File: config.mk
export PLATFORM = sky130hd
export DESIGN_NAME = downsample_engine
export DESIGN_NICKNAME = d
export VERILOG_FILES = /design/src/rtl/downsample_engine.sv
export SDC_FILE = /design/constraint.sdc
export NUM_CORES = 1
export LEC_CHECK = 0
export CORE_ASPECT_RATIO = 0.6
export CORE_MARGIN = 10
export CORE_UTILIZATION = 50
export DETAILED_ROUTE_END_ITERATION = 7
export GPL_TIMING_DRIVEN = 0
export PLACE_DENSITY = 0.74
export SLEW_MARGIN = 10
export SYNTH_ARGS = -nofsm -noshare
export SYNTH_HDL_FRONTEND = slang
export SYNTH_SLANG_ARGS = --single-unit
export TNS_END_PERCENT = 30
File: constraint.sdc
create_clock -name clk -period 3.6 [get_ports clk]
set_clock_uncertainty 0.2 [all_clocks]
set_input_delay 0.72 -clock clk [delete_from_list [all_inputs] [get_ports clk]]
set_output_delay 0.72 -clock clk [all_outputs]
set_load 0.005 [all_outputs]
File: src/rtl/downsample_engine.sv
// 2x2 rounding box-filter downsampler: streams the source image out of the image RAM in
// block order (TL, TR, BL, BR) and writes one averaged pixel per block to the result RAM.
module downsample_engine #(
    parameter int IMG_W      = 256,
    parameter int IMG_H      = 256,
    parameter int ADDR_W     = 16,
    parameter int OUT_ADDR_W = 14,
    parameter int RD_LAT     = 2
) (
    input  logic                  clk,
    input  logic                  rst,
    input  logic                  start,
    output logic                  busy,
    output logic                  done,
    output logic [ADDR_W-1:0]     rd_addr,
    input  logic [7:0]            rd_data,
    output logic                  wr_en,
    output logic [OUT_ADDR_W-1:0] wr_addr,
    output logic [7:0]            wr_data
);

    localparam int OUT_W = IMG_W / 2;
    localparam int OUT_H = IMG_H / 2;
    localparam logic [ADDR_W-1:0] LAST_OX = ADDR_W'(OUT_W - 1);
    localparam logic [ADDR_W-1:0] LAST_OY = ADDR_W'(OUT_H - 1);
    localparam logic [ADDR_W-1:0] ROW     = ADDR_W'(IMG_W);
    localparam logic [ADDR_W-1:0] ONE     = ADDR_W'(1);

    typedef enum logic [1:0] {
        IDLE  = 2'd0,
        READ  = 2'd1,
        DRAIN = 2'd2,
        DONE  = 2'd3
    } state_t;

    state_t                  state_reg;
    logic                    busy_reg;
    logic                    done_reg;
    logic [ADDR_W-1:0]       rd_addr_reg;
    logic [1:0]              phase_reg;
    logic [ADDR_W-1:0]       ox_reg;
    logic [ADDR_W-1:0]       oy_reg;

    logic [1:0]              phase_next;
    logic [ADDR_W-1:0]       ox_next;
    logic [ADDR_W-1:0]       oy_next;
    logic [ADDR_W-1:0]       addr_next;
    logic                    last_read;

    logic [RD_LAT-1:0]       pipe_valid;
    logic                    cons_valid;
    logic                    cons_first;
    logic                    cons_last;

    logic [9:0]              acc_reg;
    logic [9:0]              sum_next;
    logic [9:0]              rounded;
    logic                    wr_en_reg;
    logic [OUT_ADDR_W-1:0]   wr_addr_reg;
    logic [7:0]              wr_data_reg;
    logic [OUT_ADDR_W-1:0]   out_idx_reg;

    assign busy    = busy_reg;
    assign done    = done_reg;
    assign rd_addr = rd_addr_reg;
    assign wr_en   = wr_en_reg;
    assign wr_addr = wr_addr_reg;
    assign wr_data = wr_data_reg;

    // Source address of one sample: phase bit 0 selects the right column, bit 1 the lower row.
    function automatic logic [ADDR_W-1:0] src_addr(
        input logic [ADDR_W-1:0] ox,
        input logic [ADDR_W-1:0] oy,
        input logic [1:0]        ph
    );
        logic [ADDR_W-1:0] tl;
        tl = ((oy << 1) * ROW) + (ox << 1);
        return tl + (ph[1] ? ROW : '0) + (ph[0] ? ONE : '0);
    endfunction

    always_comb begin
        phase_next = phase_reg + 2'd1;
        ox_next    = ox_reg;
        oy_next    = oy_reg;
        if (phase_reg == 2'd3) begin
            if (ox_reg == LAST_OX) begin
                ox_next = '0;
                oy_next = oy_reg + ONE;
            end else begin
                ox_next = ox_reg + ONE;
            end
        end
        last_read = (phase_reg == 2'd3) && (ox_reg == LAST_OX) && (oy_reg == LAST_OY);
        addr_next = src_addr(ox_next, oy_next, phase_next);
    end

    always_ff @(posedge clk or posedge rst) begin
        if (rst) begin
            state_reg   <= IDLE;
            busy_reg    <= 1'b0;
            done_reg    <= 1'b0;
            rd_addr_reg <= '0;
            phase_reg   <= 2'd0;
            ox_reg      <= '0;
            oy_reg      <= '0;
        end else begin
            case (state_reg)
                IDLE: begin
                    if (start) begin
                        state_reg   <= READ;
                        busy_reg    <= 1'b1;
                        rd_addr_reg <= '0;
                        phase_reg   <= 2'd0;
                        ox_reg      <= '0;
                        oy_reg      <= '0;
                    end
                end
                READ: begin
                    if (last_read) begin
                        state_reg <= DRAIN;
                    end else begin
                        phase_reg   <= phase_next;
                        ox_reg      <= ox_next;
                        oy_reg      <= oy_next;
                        rd_addr_reg <= addr_next;
                    end
                end
                DRAIN: begin
                    // Pipeline empties in the cycle the final write is presented.
                    if (pipe_valid == '0) begin
                        state_reg <= DONE;
                        done_reg  <= 1'b1;
                    end
                end
                DONE: begin
                    state_reg <= IDLE;
                    done_reg  <= 1'b0;
                    busy_reg  <= 1'b0;
                end
                default: state_reg <= IDLE;
            endcase
        end
    end

    // Read-return tracker: one stage per cycle of RAM latency, tagged at issue time.
    genvar gi;
    generate
        for (gi = 0; gi < RD_LAT; gi++) begin : g_pipe
            logic valid_reg;
            logic first_reg;
            logic last_reg;
            logic valid_in;
            logic first_in;
            logic last_in;

            if (gi == 0) begin : g_head
                assign valid_in = (state_reg == READ);
                assign first_in = (phase_reg == 2'd0);
                assign last_in  = (phase_reg == 2'd3);
            end else begin : g_tail
                assign valid_in = g_pipe[gi-1].valid_reg;
                assign first_in = g_pipe[gi-1].first_reg;
                assign last_in  = g_pipe[gi-1].last_reg;
            end

            always_ff @(posedge clk or posedge rst) begin
                if (rst) begin
                    valid_reg <= 1'b0;
                    first_reg <= 1'b0;
                    last_reg  <= 1'b0;
                end else begin
                    valid_reg <= valid_in;
                    first_reg <= first_in;
                    last_reg  <= last_in;
                end
            end

            assign pipe_valid[gi] = valid_reg;
        end
    endgenerate

    assign cons_valid = g_pipe[RD_LAT-1].valid_reg;
    assign cons_first = g_pipe[RD_LAT-1].first_reg;
    assign cons_last  = g_pipe[RD_LAT-1].last_reg;

    always_comb begin
        sum_next = (cons_first ? 10'd0 : acc_reg) + {2'b00, rd_data};
        rounded  = sum_next + 10'd2;
    end

    always_ff @(posedge clk or posedge rst) begin
        if (rst) begin
            acc_reg     <= 10'd0;
            wr_en_reg   <= 1'b0;
            wr_addr_reg <= '0;
            wr_data_reg <= 8'd0;
            out_idx_reg <= '0;
        end else begin
            wr_en_reg <= 1'b0;
            if ((state_reg == IDLE) && start) begin
                wr_addr_reg <= '0;
                out_idx_reg <= '0;
            end
            if (cons_valid) begin
                acc_reg <= sum_next;
                if (cons_last) begin
                    wr_en_reg   <= 1'b1;
                    wr_addr_reg <= out_idx_reg;
                    wr_data_reg <= rounded[9:2];
                    out_idx_reg <= out_idx_reg + OUT_ADDR_W'(1);
                end
            end
        end
    end

endmodule

# [After elaboration in Yosys (flattened, before gate mapping)]
# Index checks and enable logic that the tools add are counted.
[op_classes] addsub=9 n_eq_ne=12 muxes=33 reduce_logical=16
[op_table] operator="$mux W16" count=8
[op_table] operator="$pmux W16 S2" count=3
[op_table] operator="$mux W14" count=6
[op_table] operator="$add A16 B1 Y16 const B" count=2
[op_table] operator="$eq A16 B7 Y1 const B" count=2
[op_table] operator="$add A16 B1 Y16" count=1
[op_table] operator="$add A16 B16 Y16" count=1
[op_table] operator="$add A16 B9 Y16" count=1
[op_table] operator="$add A14 B1 Y14 const B" count=1
[op_table] operator="$add A10 B2 Y10 const B" count=1
[op_table] operator="$add A10 B8 Y10" count=1
[op_table] operator="$mux W10" count=1
[op_table] operator="$mux W2" count=5
[op_table] operator="$mux W9" count=1
[op_table] operator="$ne A2 B2 Y1 const B" count=4
[op_table] operator="$pmux W2 S4" count=1
[op_table] operator="$eq A2 B2 Y1 const B" count=3
[op_table] operator="$logic_not A2 Y1" count=3
[op_table] operator="$reduce_and A2 Y1" count=3
[op_table] operator="$reduce_and A3 Y1" count=2
[op_table] operator="$reduce_bool A2 Y1" count=3
[op_table] operator="$mux W1" count=5
[op_table] operator="$reduce_and A5 Y1" count=1
[op_table] operator="$ne A2 B1 Y1 const B" count=2
[op_table] operator="other kinds (6)" count=9
[totals] reg_bits=107 wordCells=90

# [Longest topological paths before layout]
# Gate-level depths: netlist of the first run.
[depth] word_depth=8 depth_mapped=15 ltp_nobuf=15

# [Worst setup path after synthesis of the first run]
# OpenSTA, ideal clock, no wires.
[synth_path] path_type="flip-flop to flip-flop" start="register ox_reg[7]" end="register rd_addr_reg[14], in the netlist rd_addr[14]" setup_ps=122 arrival_time_ps=2965 required_time_ps=3278 slack_ps=313 stages_incl_launch_ff=13 path_buffers=1 period_less_slack_ps=3287 path_cell_list="dfrtp_1 buf_2 nor4_4 nand3_1 nor2_1 mux2_2 ha_1 nor2b_1 o21ai_0 a21oi_1 o21a_1 or3_1 a32o_1"
[synth_between] elab_chain_len=8 elab_cells_between_ends=15
[synth_lines] item="start: declaration" line_no="41" source="logic [ADDR_W-1:0] ox_reg;"
[synth_lines] item="start signal: assignment" line_no="123" source="ox_reg <= ox_next;"
[synth_lines] item="$add A16 B1 Y16 or $eq A16 B7 Y1 (tied branches)" line_no="90, 86, 93"
[synth_lines] item="$mux W16" line_no="86" source="if (ox_reg == LAST_OX) begin"
[synth_lines] item="$mux W16" line_no="85" source="if (phase_reg == 2'd3) begin"
[synth_lines] item="$add A16 B16 Y16" line_no="77" source="tl = ((oy << 1) * ROW) + (ox << 1);"
[synth_lines] item="$add A16 B9 Y16" line_no="78" source="return tl + (ph[1] ? ROW : '0) + (ph[0] ? ONE : '0);"
[synth_lines] item="$add A16 B1 Y16" line_no="78"
[synth_lines] item="$mux W16" line_no="119" source="if (last_read) begin"
[synth_lines] item="$pmux W16 S2" line_no="107" source="case (state_reg)"
[synth_lines] item="end signal: assignment" line_no="125" source="rd_addr_reg <= addr_next;"
[synth_lines] item="end: declaration" line_no="39" source="logic [ADDR_W-1:0] rd_addr_reg;"
# Several ways; a longest one is shown, not always the timed one. The select of a mux whose other input is x is not followed.
# A chain may end at the register's enable or synchronous reset.

# [Worst setup path in the final report of the first run]
[layout_path] start="register ox_reg[14]" end="register rd_addr_reg[14], in the netlist rd_addr[14]"
[layout_between] elab_chain_len=8 elab_cells_between_ends=14
[layout_lines] item="$eq A16 B7 Y1 *" line_no="86, 93"
[layout_lines] item="$mux W16" line_no="86"
[layout_lines] item="$mux W16" line_no="85"
[layout_lines] item="$add A16 B16 Y16" line_no="77"
[layout_lines] item="$add A16 B9 Y16" line_no="78"
[layout_lines] item="$add A16 B1 Y16" line_no="78"
[layout_lines] item="$mux W16" line_no="119"
[layout_lines] item="$pmux W16 S2" line_no="107"
# Every way passes the cells marked *; elsewhere a longest branch is shown, timed or not. The select of a mux whose other input is x is not followed.

==> metrics, run 1 <==
CTS clock-pin slew for the worst setup and hold paths=roughly 80 ps; Post-Place Cells=801; largest net degree at the start of global routing=64; CP Launch Type=flop; placed instance area=between 0.006 and 0.007 mm2; post-DP HPWL=10800 um; Seq pwr share=around a third; R2R Path Start=ox_reg[14]$_DFFE_PP0P_; cell area after synthesis=0.00573 mm2; total die area=roughly 0.016 mm2; Hold Path Class=reg -> reg; drt pass-1 iters=5; Internal=approximately 2.5 mW; synth unique cells=64; Leak=between 2 and 3 nW; Cells after Synth=around 600; Worst-Skew Late Latency=about 350 ps; Required @ worst endpoint=~3700 ps; endpoints failing setup=0; outcome=completed; complex-gate fraction of the synthesized area=about 17%; Top-Level Pins=52; Setup TNS=0 ps; sequential area share after synthesis=between 40% and 50%; DRC violations left=0; CTS root buf=clkbuf_16; reg-to-reg endpoint=rd_addr[14]$_DFFE_PP0P_; Routed WL per cell=~18 um; min Tclk post-route=between 3000 and 4000 ps; initial antenna violation count=0; multiplexer area fraction after synthesis=between 3 and 4%; CP max FO=10; R2R depth=13; Switch Pwr=1.68 mW; worst hold slack=between 100 and 150 ps; Core Area=0.0113 mm2; most common cell after layout, fill and taps aside=dfrtp_1; share of cells above drive strength 1=roughly a tenth; CTS buffer count=9; Initial Utilization=slightly above 50%; Post-synth EDFFs=0; worst reg-to-reg setup slack=roughly 160 ps; Rel. slew slack=48.9%; post-synthesis simple-gate area fraction=21.2%; total track usage=between 10% and 20%; FP Rows=30; vias per cell=around 6; first-pass GRT wire length=between 20000 and 25000 um; most frequent cells in the layout=dfrtp_1, nand2_1, clkdlybuf4s50_1, o21ai_0, nor2_1; count of pins over their slew limit=0; largest family of logic cells by synthesized area=simple AND/OR/NAND/NOR gates; MaxCap Viol Count=0; Routed WL=14500 um; final antenna-violating net count=0; hold_buf cts=0; CTS H-tree depth=3; violation count after the first detailed-route iteration=about 410; Vias=slightly below 5000; switching portion of total power=between 40% and 50%; Nets=707; Post-Layout Cell Count=around 800; synthesis-stage register bit count=slightly below 100; worst-case clock buffer depth=2; worst hold path stage count=0; design area=approximately 0.007 mm2; pwr/cell area=616 mW/mm2; combinational power share=42.3%; adder and majority gate portion of the synthesized area=around 6.2%; Final period util=a little over nine tenths; Synth Area in XOR/XNOR=under 10%; average cell area after synthesis=roughly 9.5 um2; Worst EP arrival=approximately 3500 ps; worst hold start=g_pipe[0].last_reg$_DFF_PP0_; Final Hold Violating Endpoints=0; Net Count, Synth=between 600 and 700; Clock Sinks=just under 100; die height=approximately 100 um; ys flop type=dfrtp_1; async set-or-reset flop fraction in the synthesized netlist=100%; routability cong.=0.901; Area Growth Syn to Fin=18.7%; Port Buffer Count=51; Die Wd=between 150 and 200 um; vias in the first global route=roughly 4600; Yosys warnings=0; CTS tree=built; worst-margin pin slew=around 760 ps; WS Path Type=reg -> reg; peak supply drop=0.000407 V; Crit. End Element=flop; Antenna diodes=0; hold path endpoint=cons_last$_DFF_PP0_; FMAX=slightly below 300 MHz; clock power share=a little under a quarter; GR Overflow Total=0
## stage by stage
stage               worst slack [ps]  utilization (%)  power (mW)
floorplan                       89.6                -        2.58
global placement               -1490             57.0        3.09
detailed placement              -126             57.3        3.17
CTS                             23.9             60.1        4.16
global route                   -7.54             60.4        4.46
finish                           158             60.4        4.19
## worst max path at each step
stage,cells after the start,startpoint,to
3_5_place_dp,13,rd_addr[0]$_DFFE_PP0P_,rd_addr[15]$_DFFE_PP0P_
2_1_floorplan,1,rst,acc_reg[0]$_DFFE_PP0P_
5_1_grt,13,ox_reg[14]$_DFFE_PP0P_,rd_addr[14]$_DFFE_PP0P_
6_report,13,ox_reg[14]$_DFFE_PP0P_,rd_addr[14]$_DFFE_PP0P_
4_1_cts,14,ox_reg[7]$_DFFE_PP0P_,rd_addr[14]$_DFFE_PP0P_
3_3_place_gp,2,rst,acc_reg[6]$_DFFE_PP0P_
## cells in the mapped netlist (2+ instances only)
cell | count | area [um2]
nor4_2 | 2 | 25.0
and2_1 | 8 | 50.1
o21ai_0 | 46 | 230
nand4_1 | 16 | 100
mux2_2 | 14 | 158
fa_1 | 2 | 40.0
a211o_1 | 2 | 17.5
nor3_1 | 13 | 65.1
buf_4 | 12 | 90.1
and4_1 | 6 | 52.6
or3_1 | 11 | 68.8
ha_1 | 25 | 313
o211ai_1 | 2 | 15.0
nand2b_1 | 2 | 12.5
xor2_1 | 14 | 123
or4_1 | 3 | 22.5
a21o_1 | 5 | 37.5
and3_1 | 11 | 68.8
o31ai_1 | 12 | 90.1
clkbuf_1 | 11 | 41.3
nor2b_1 | 13 | 81.3
dfrtp_1 | 99 | 2480
a21oi_1 | 26 | 130
a22o_1 | 14 | 123
xnor2_1 | 17 | 149
nor4_4 | 2 | 42.5
nand3_1 | 14 | 70.1
buf_2 | 6 | 30.0
o21ai_1 | 8 | 40.0
a211oi_1 | 5 | 37.5
nand2_1 | 80 | 300
mux2i_1 | 2 | 20.0
inv_1 | 21 | 78.8
nor2_1 | 39 | 146
o22ai_1 | 2 | 12.5
o21a_1 | 3 | 22.5
o41ai_1 | 9 | 78.8
a31oi_1 | 2 | 12.5
## final cells by class
class | instances | area (um2)
multi-input combinational | 454 | 3030
sequential | 99 | 2480
inverter | 22 | 85.1
tap | 144 | 180
clock buffer | 9 | 225
buffer | 30 | 173
clock inverter | 7 | 81.3
fill | 937 | 4460
timing repair buffer | 53 | 546
## critical path: stages, from the launching register on
cell and delay, ps:
dfrtp_1 460, nor4_4 410, nand3_2 180, nor2_2 180, buf_4 230, xor2_1 220, inv_1 80, fa_1 410
nor2b_1 160, o21ai_0 110, a21oi_1 220, o21a_1 150, o21ai_0 80, a32o_1 260
## logic make-up (layout without fill, tap and decap cells)
| kind of cell | count (synthesis) | count (layout) |
|---|---|---|
| AO/OA/AOI/OAI | 149 | 149 |
| AND/OR/NAND/NOR | 231 | 231 |
| adder cells (fa/ha/maj) | 27 | 27 |
| multiplexers | 16 | 16 |
| buffers and inverters | 52 | 121 |
| flip-flops | 99 | 99 |
| XOR/XNOR | 31 | 31 |
## layer usage
metal	global-route usage [%]	up-vias	routed length, um
met2	26.8	165	6250
met4	4.25	0	131
met5	0	-	0
met1	27.3	2395	7130
li1	-	2312	-
met3	4.25	14	1030
## power groups by stage
stage / combinational (mW) / clock [mW] / sequential (mW)
detailed placement: 1.73 / 0 / 1.44
CTS: 1.74 / 0.999 / 1.42
global route: 1.95 / 1.05 / 1.45
global placement: 1.66 / 0 / 1.43
finish: 1.77 / 0.987 / 1.43
floorplan: 1.18 / 0 / 1.40
## what timing repair did
action	CTS	global route
pin swaps	0	1
setup endpoints to repair	2	3
setup buffers	0	1
gates resized for setup	3	4
Power figures use the tool's default switching activity.
==> run 2, diff against run 1 <==
Settings changed: ABC_CLOCK_PERIOD_IN_PS set to 3800, PLACE_DENSITY 0.74 to 0.71, SKIP_LAST_GASP set to 1.
Clock period 3.6 ns to 3.8 ns, I/O delays scaled along.
==> run 2 against run 1 <==
Cell area hardly changed; register-to-register slack better by 140 ps; combinational power is 6% lower; sequential power is 6% lower; non-clock buffer count is 1 higher; total power is 5.4% lower; fmax is 1.7% lower; flip-flop and latch count stayed put; setup slack better by 140 ps; sequential share of layout area hardly changed; via count is 0.51% lower; highest routed layer unchanged.
==> metrics, run 2 (synthesized netlist as in run 1, its figures left out) <==
multi-input logic area=0.00301 mm2 (-0.66%); CTS root buf=clkbuf_16; most common cell after layout, fill and taps aside=dfrtp_1; worst reg-to-reg setup slack=300 ps (+140 ps); Worst EP arrival=3550 ps (+60 ps); Leak=2.97 nW (+0.14%); count of pins over their slew limit=0 (unchanged); Worst path slowest cell=dfrtp_2; final antenna-violating net count=0 (unchanged); FMAX=286 MHz (-1.7%); Routed WL per cell=17.7 um (-0.28%); initial antenna violation count=0 (unchanged); Hold Path Class=reg -> reg; Required @ worst endpoint=3850 ps (+200 ps); die height=103 um (unchanged); Antenna diodes=0 (unchanged); Initial Utilization=50.9% (unchanged); vias per cell=5.94 (-0.63%); hold_buf cts=0 (unchanged); MaxCap Viol Count=0 (unchanged); Die Wd=158 um (unchanged); RSZ-0062 raised after global routing=no; Final period util=92.1% (-3.5 points); total die area=0.0163 mm2 (unchanged); total track usage=18.6% (+0.061 points); Nets=708 (+0.14%); Final Hold Violating Endpoints=0 (unchanged); FP Rows=30 (unchanged); outcome=completed; total power=3.96 mW (-5.4%); grt met3 use=4.96% (+0.71 points); GR Overflow Total=0 (unchanged); share of cells above drive strength 1=10.4% (-0.015 points); R2R depth=14 (+1); Worst-Skew Late Latency=350 ps (about the same); drt pass-1 iters=5 (unchanged); CTS tree=built; CP Cell Sequence=ha_2 -> and2_1 -> nand3_1 -> nor2_2 -> buf_4 -> xor2_1 -> inv_1 -> fa_1 -> nor2b_1 -> o21ai_0 -> a21oi_1 -> o21a_1 -> o21ai_0 -> a32o_1; R2R Path Start=rd_addr[0]$_DFFE_PP0P_; Worst Setup SP=rd_addr[0]$_DFFE_PP0P_; Top-Level Pins=52 (unchanged); Core Area=0.0113 mm2 (unchanged); Vias=4861 (-0.51%); Routed WL=14500 um (-0.16%); Clock Sinks=99 (unchanged); GR Layer Usage met1=27.2% (-0.11 points); Rel. slew slack=45.3% (-3.6 points); endpoints failing setup=0 (unchanged); FF/Latch Area=0.00248 mm2 (unchanged); Port Buffer Count=51 (unchanged); worst-margin pin slew=818 ps (+54.1 ps); CTS H-tree depth=3 (unchanged); Core Util, Final=60.4% (about the same); routability cong.=0.924 (+2.6%); most frequent cells in the layout=dfrtp_1, nand2_1, clkdlybuf4s50_1, o21ai_0, nor2_1; Fillers=940 (+0.32%); first-pass GRT wire length=24200 um (+0.23%); largest net degree at the start of global routing=54 (-16%); WS Path Type=reg -> reg; placed instance area=0.00645 mm2 (unchanged); peak supply drop=0.000370 V (-9.1%); worst-case clock buffer depth=2 (unchanged); CTS clock-pin slew for the worst setup and hold paths=80 ps (about the same); design area=0.00680 mm2 (about the same); met2 GRT Util=26.0% (-0.80 points); Area Growth Syn to Fin=18.6% (about the same); min Tclk post-route=3500 ps (+59.1 ps); vias in the first global route=4638 (+1.2%); reg-to-reg endpoint=rd_addr[14]$_DFFE_PP0P_; CP max FO=10 (unchanged); violation count after the first detailed-route iteration=376 (-7.8%); post-DP HPWL=10700 um (-1.1%); CP Launch Type=flop; Worst Setup EP=rd_addr[14]$_DFFE_PP0P_; DRC violations left=0 (unchanged); critical path's most frequent cell=o21ai_0; Crit. End Element=flop; busiest layer in global routing=met1; Max stage delay on crit path=460 ps (about the same); pwr/cell area=583 mW/mm2 (-5.4%); CTS buffer count=9 (unchanged)
run 2: cell count changes in the layout (fill, tap and decap cells not counted), sizes merged:
cell    previous run  this run
buf               21        22
clkinv             4         5
inv               25        24
run 2: timing repair:
| action | in CTS | in global routing |
|---|---|---|
| gates resized for setup | 0 | 5 |
| setup buffers | 0 | 2 |
| endpoints found under the setup margin | 0 | 2 |
run 2: worst max-delay path: cells and delay by family (launching register included):
kind | cells | cell delay [ps]
xor+xnor | 1 | 210
buf+inv | 2 | 310
simple gates | 4 | 710
flops | 1 | 460
fa+ha+maj | 2 | 660
compound gates | 5 | 820
run 2: metrics by stage:
step                worst slack [ps]  std cells  TNS [ps]  hold WS (ps)
detailed placement               138        801         0           141
finish                           299        819         0           154
global placement               -1320        800   -130050           140
global route                    6.50        819         0           170
CTS                             98.8        817         0           157
floorplan                        250        605         0           131
run 2: worst min-delay path by stage:
stage | end | slack, ps | startpoint | cells after the start
after detailed placement | cons_last$_DFF_PP0_ | 140 | g_pipe[0].last_reg$_DFF_PP0_ | 0
after floorplan | cons_first$_DFF_PP0_ | 130 | g_pipe[0].first_reg$_DFF_PP0_ | 0
after global placement | cons_last$_DFF_PP0_ | 140 | g_pipe[0].last_reg$_DFF_PP0_ | 0
after CTS | cons_last$_DFF_PP0_ | 160 | g_pipe[0].last_reg$_DFF_PP0_ | 0
after global routing | cons_last$_DFF_PP0_ | 170 | g_pipe[0].last_reg$_DFF_PP0_ | 0
final | cons_last$_DFF_PP0_ | 150 | g_pipe[0].last_reg$_DFF_PP0_ | 0
run 2: layout make-up:
type | count | share of cell area (%)
Buffer | 30 | 2.54
Inverter | 22 | 1.25
Clock inverter | 7 | 1.31
Multi-Input combinational cell | 454 | 44.3
Sequential cell | 99 | 36.5
Clock buffer | 9 | 3.31
Tap cell | 144 | 2.65
Timing Repair Buffer | 54 | 8.14
run 2: per-layer routing:
metal / up-vias / part of all wire (%)
met1: 2359 / 50
met4: 0 / 1.3
met2: 166 / 42
li1: 2319 / -
met3: 17 / 7.3
met5: - / 0
run 2: report_power, final:
| part | total, mW | internal [mW] | switching, mW |
|---|---|---|---|
| combinational | 1.67 | 0.683 | 0.984 |
| clock | 0.951 | 0.474 | 0.476 |
| sequential | 1.34 | 1.22 | 0.122 |
| total | 3.96 | 2.38 | 1.58 |
==> run 3, diff against run 2 <==
Settings changed: ABC_CLOCK_PERIOD_IN_PS 3800 to 3100, PLACE_DENSITY 0.71 to 0.74.
Clock period 3.8 ns to 3.1 ns, I/O delays scaled along.
==> run 3 against run 2 <==
The run now ends with setup timing left; combinational power grew 32%; first-iteration DRC count increased by 20%; flip-flop and latch count unchanged; via count rose by 3.4%; non-clock buffer count increased by 23; setup slack got worse by 310 ps.
==> metrics, run 3 (synthesized netlist as in run 1, its figures left out) <==
CP max FO=4 (-6); post-DP HPWL=10700 um (+0.84%); Port Buffer Count=51 (unchanged); worst reg-to-reg setup slack=-10 ps (-310 ps); Leak=3.10 nW (+4.5%); pwr/cell area=692 mW/mm2 (+19%); total track usage=18.9% (+0.31 points); CTS tree=built; RSZ-0062 raised after global routing=yes; CTS buffer count=9 (unchanged); WS Path Type=reg -> reg; Antenna diodes=0 (unchanged); Vias=5027 (+3.4%); CP Launch Type=flop; Worst-Skew Late Latency=350 ps (about the same); vias in the first global route=4753 (+2.5%); most common cell after layout, fill and taps aside=dfrtp_1; final setup margin=-12.1 ps (-311 ps); Top-Level Pins=52 (unchanged); count of pins over their slew limit=0 (unchanged); peak supply drop=0.000442 V (+19%); Area Growth Syn to Fin=25.3%; FP Rows=30 (unchanged); failing checks=setup timing; min Tclk post-route=3110 ps (-389 ps); Post-Layout Cell Count=842 (+2.8%); DRC violations left=0 (unchanged); R2R depth=14 (unchanged); worst hold start=g_pipe[0].last_reg$_DFF_PP0_; worst-margin pin slew=768 ps (-49.9 ps); Required @ worst endpoint=3140 ps (-710 ps); CTS root buf=clkbuf_16; CTS H-tree depth=3 (unchanged); worst-case clock buffer depth=2 (unchanged); multi-input logic area=0.00322 mm2 (+6.8%); worst hold path stage count=0 (unchanged); Clock Sinks=99 (unchanged); endpoints failing setup=1 (+1); R2R Path Start=ox_reg[12]$_DFFE_PP0P_; Routed WL=15300 um (+5.3%); Final period util=100% (+8.2 points); initial antenna violation count=0 (unchanged); Fillers=904 (-3.8%); MaxCap Viol Count=0 (unchanged); largest net degree at the start of global routing=35 (-35%); most frequent cells in the layout=dfrtp_1, nand2_1, clkdlybuf4s50_1, o21ai_0; CTS clock-pin slew for the worst setup and hold paths=80 ps (about the same); hold path endpoint=cons_last$_DFF_PP0_; Die Wd=158 um (unchanged); Post-Place Cells=802 (+0.12%); Core Util, Final=63.8% (+3.4 points); Nets=731 (+3.2%); Worst path slowest cell=dfrtp_1; reg-to-reg endpoint=rd_addr[14]$_DFFE_PP0P_; Routed WL per cell=18.2 um (+2.5%); Worst EP arrival=3160 ps (-390 ps); share of cells above drive strength 1=18.6% (+8.3 points); GR Overflow Total=0 (unchanged); Core Area=0.0113 mm2 (unchanged); violation count after the first detailed-route iteration=452 (+20%); Initial Utilization=50.9% (unchanged); CP Cell Sequence=nor4_4 -> nand2_2 -> nor2_4 -> buf_8 -> nor2_1 -> ha_2 -> inv_1 -> fa_2 -> nor2b_4 -> o21ai_2 -> a21oi_2 -> o21a_1 -> or3_1 -> a32o_1; outcome=complete, but fails checks; total die area=0.0163 mm2 (unchanged); Hold Path Class=reg -> reg; Final Hold Violating Endpoints=0 (unchanged); worst path bufs/invs=2 (unchanged); FMAX=321 MHz (+13%); Max stage delay on crit path=460 ps (about the same); FF/Latch Area=0.00249 mm2 (+0.40%); Rel. slew slack=48.7% (+3.4 points); Crit. End Element=flop; die height=103 um (unchanged); first-pass GRT wire length=24600 um (+1.9%); drt pass-1 iters=5 (unchanged); vias per cell=5.97 (+0.59%); routability cong.=0.904 (-2.1%); final antenna-violating net count=0 (unchanged); CP top delay family=simple AND/OR/NAND/NOR gates
## run 3: power breakdown
| group | internal, mW | total, mW | switching (mW) |
|---|---|---|---|
| combinational | 0.930 | 2.21 | 1.28 |
| sequential | 1.50 | 1.64 | 0.142 |
| clock | 0.566 | 1.12 | 0.552 |
| total | 2.99 | 4.97 | 1.98 |
## run 3: cell type report
| type | count | share of cell area [%] |
|---|---|---|
| timing repair buffer | 77 | 10.2 |
| clock buffer | 9 | 3.13 |
| sequential | 99 | 34.6 |
| buffer | 30 | 2.54 |
| multi-input combinational | 454 | 44.8 |
| clock inverter | 7 | 0.975 |
| tap | 144 | 2.51 |
| inverter | 22 | 1.20 |
## run 3: routing by layer
metal | vias up | track usage (%) | share of wire [%]
met5 | - | 0 | 0
met4 | 0 | 4.11 | 0.62
met3 | 8 | 4.96 | 8.9
met2 | 194 | 26.6 | 43
met1 | 2463 | 28.2 | 48
li1 | 2362 | - | -
## run 3: repair_timing
item,4_1_cts,5_1_grt
cloned,0,0
resized for setup,31,22
setup endpoints to repair,7,7
endpoints found under the hold margin,0,0
hold buffers,0,0
pin swaps,9,9
buffers inserted,15,9
## run 3: worst max-delay path by stage
stage	start	endpoint	slack, ps	cells past startpoint
final	ox_reg[12]$_DFFE_PP0P_	rd_addr[14]$_DFFE_PP0P_	-10	14
after global routing	ox_reg[8]$_DFFE_PP0P_	rd_addr[14]$_DFFE_PP0P_	-120	14
after CTS	ox_reg[14]$_DFFE_PP0P_	rd_addr[14]$_DFFE_PP0P_	-5	11
after detailed placement	ox_reg[7]$_DFFE_PP0P_	rd_addr[15]$_DFFE_PP0P_	-640	13
after global placement	ox_reg[7]$_DFFE_PP0P_	rd_addr[15]$_DFFE_PP0P_	-560	13
after floorplan	ox_reg[7]$_DFFE_PP0P_	rd_addr[14]$_DFFE_PP0P_	-190	12
## run 3: per-stage QoR
step,hold slack (ps),instance area (um2),TNS [ps],setup WS (ps),power (mW)
final,159,7180,-12.1,-12.1,4.97
after global placement,136,6430,-2380,-560,3.58
after CTS,157,7000,-5.27,-5.27,4.86
after floorplan,131,5740,-215,-187,3.00
after detailed placement,140,6470,-2930,-637,3.67
after global routing,172,7180,-371,-116,5.26
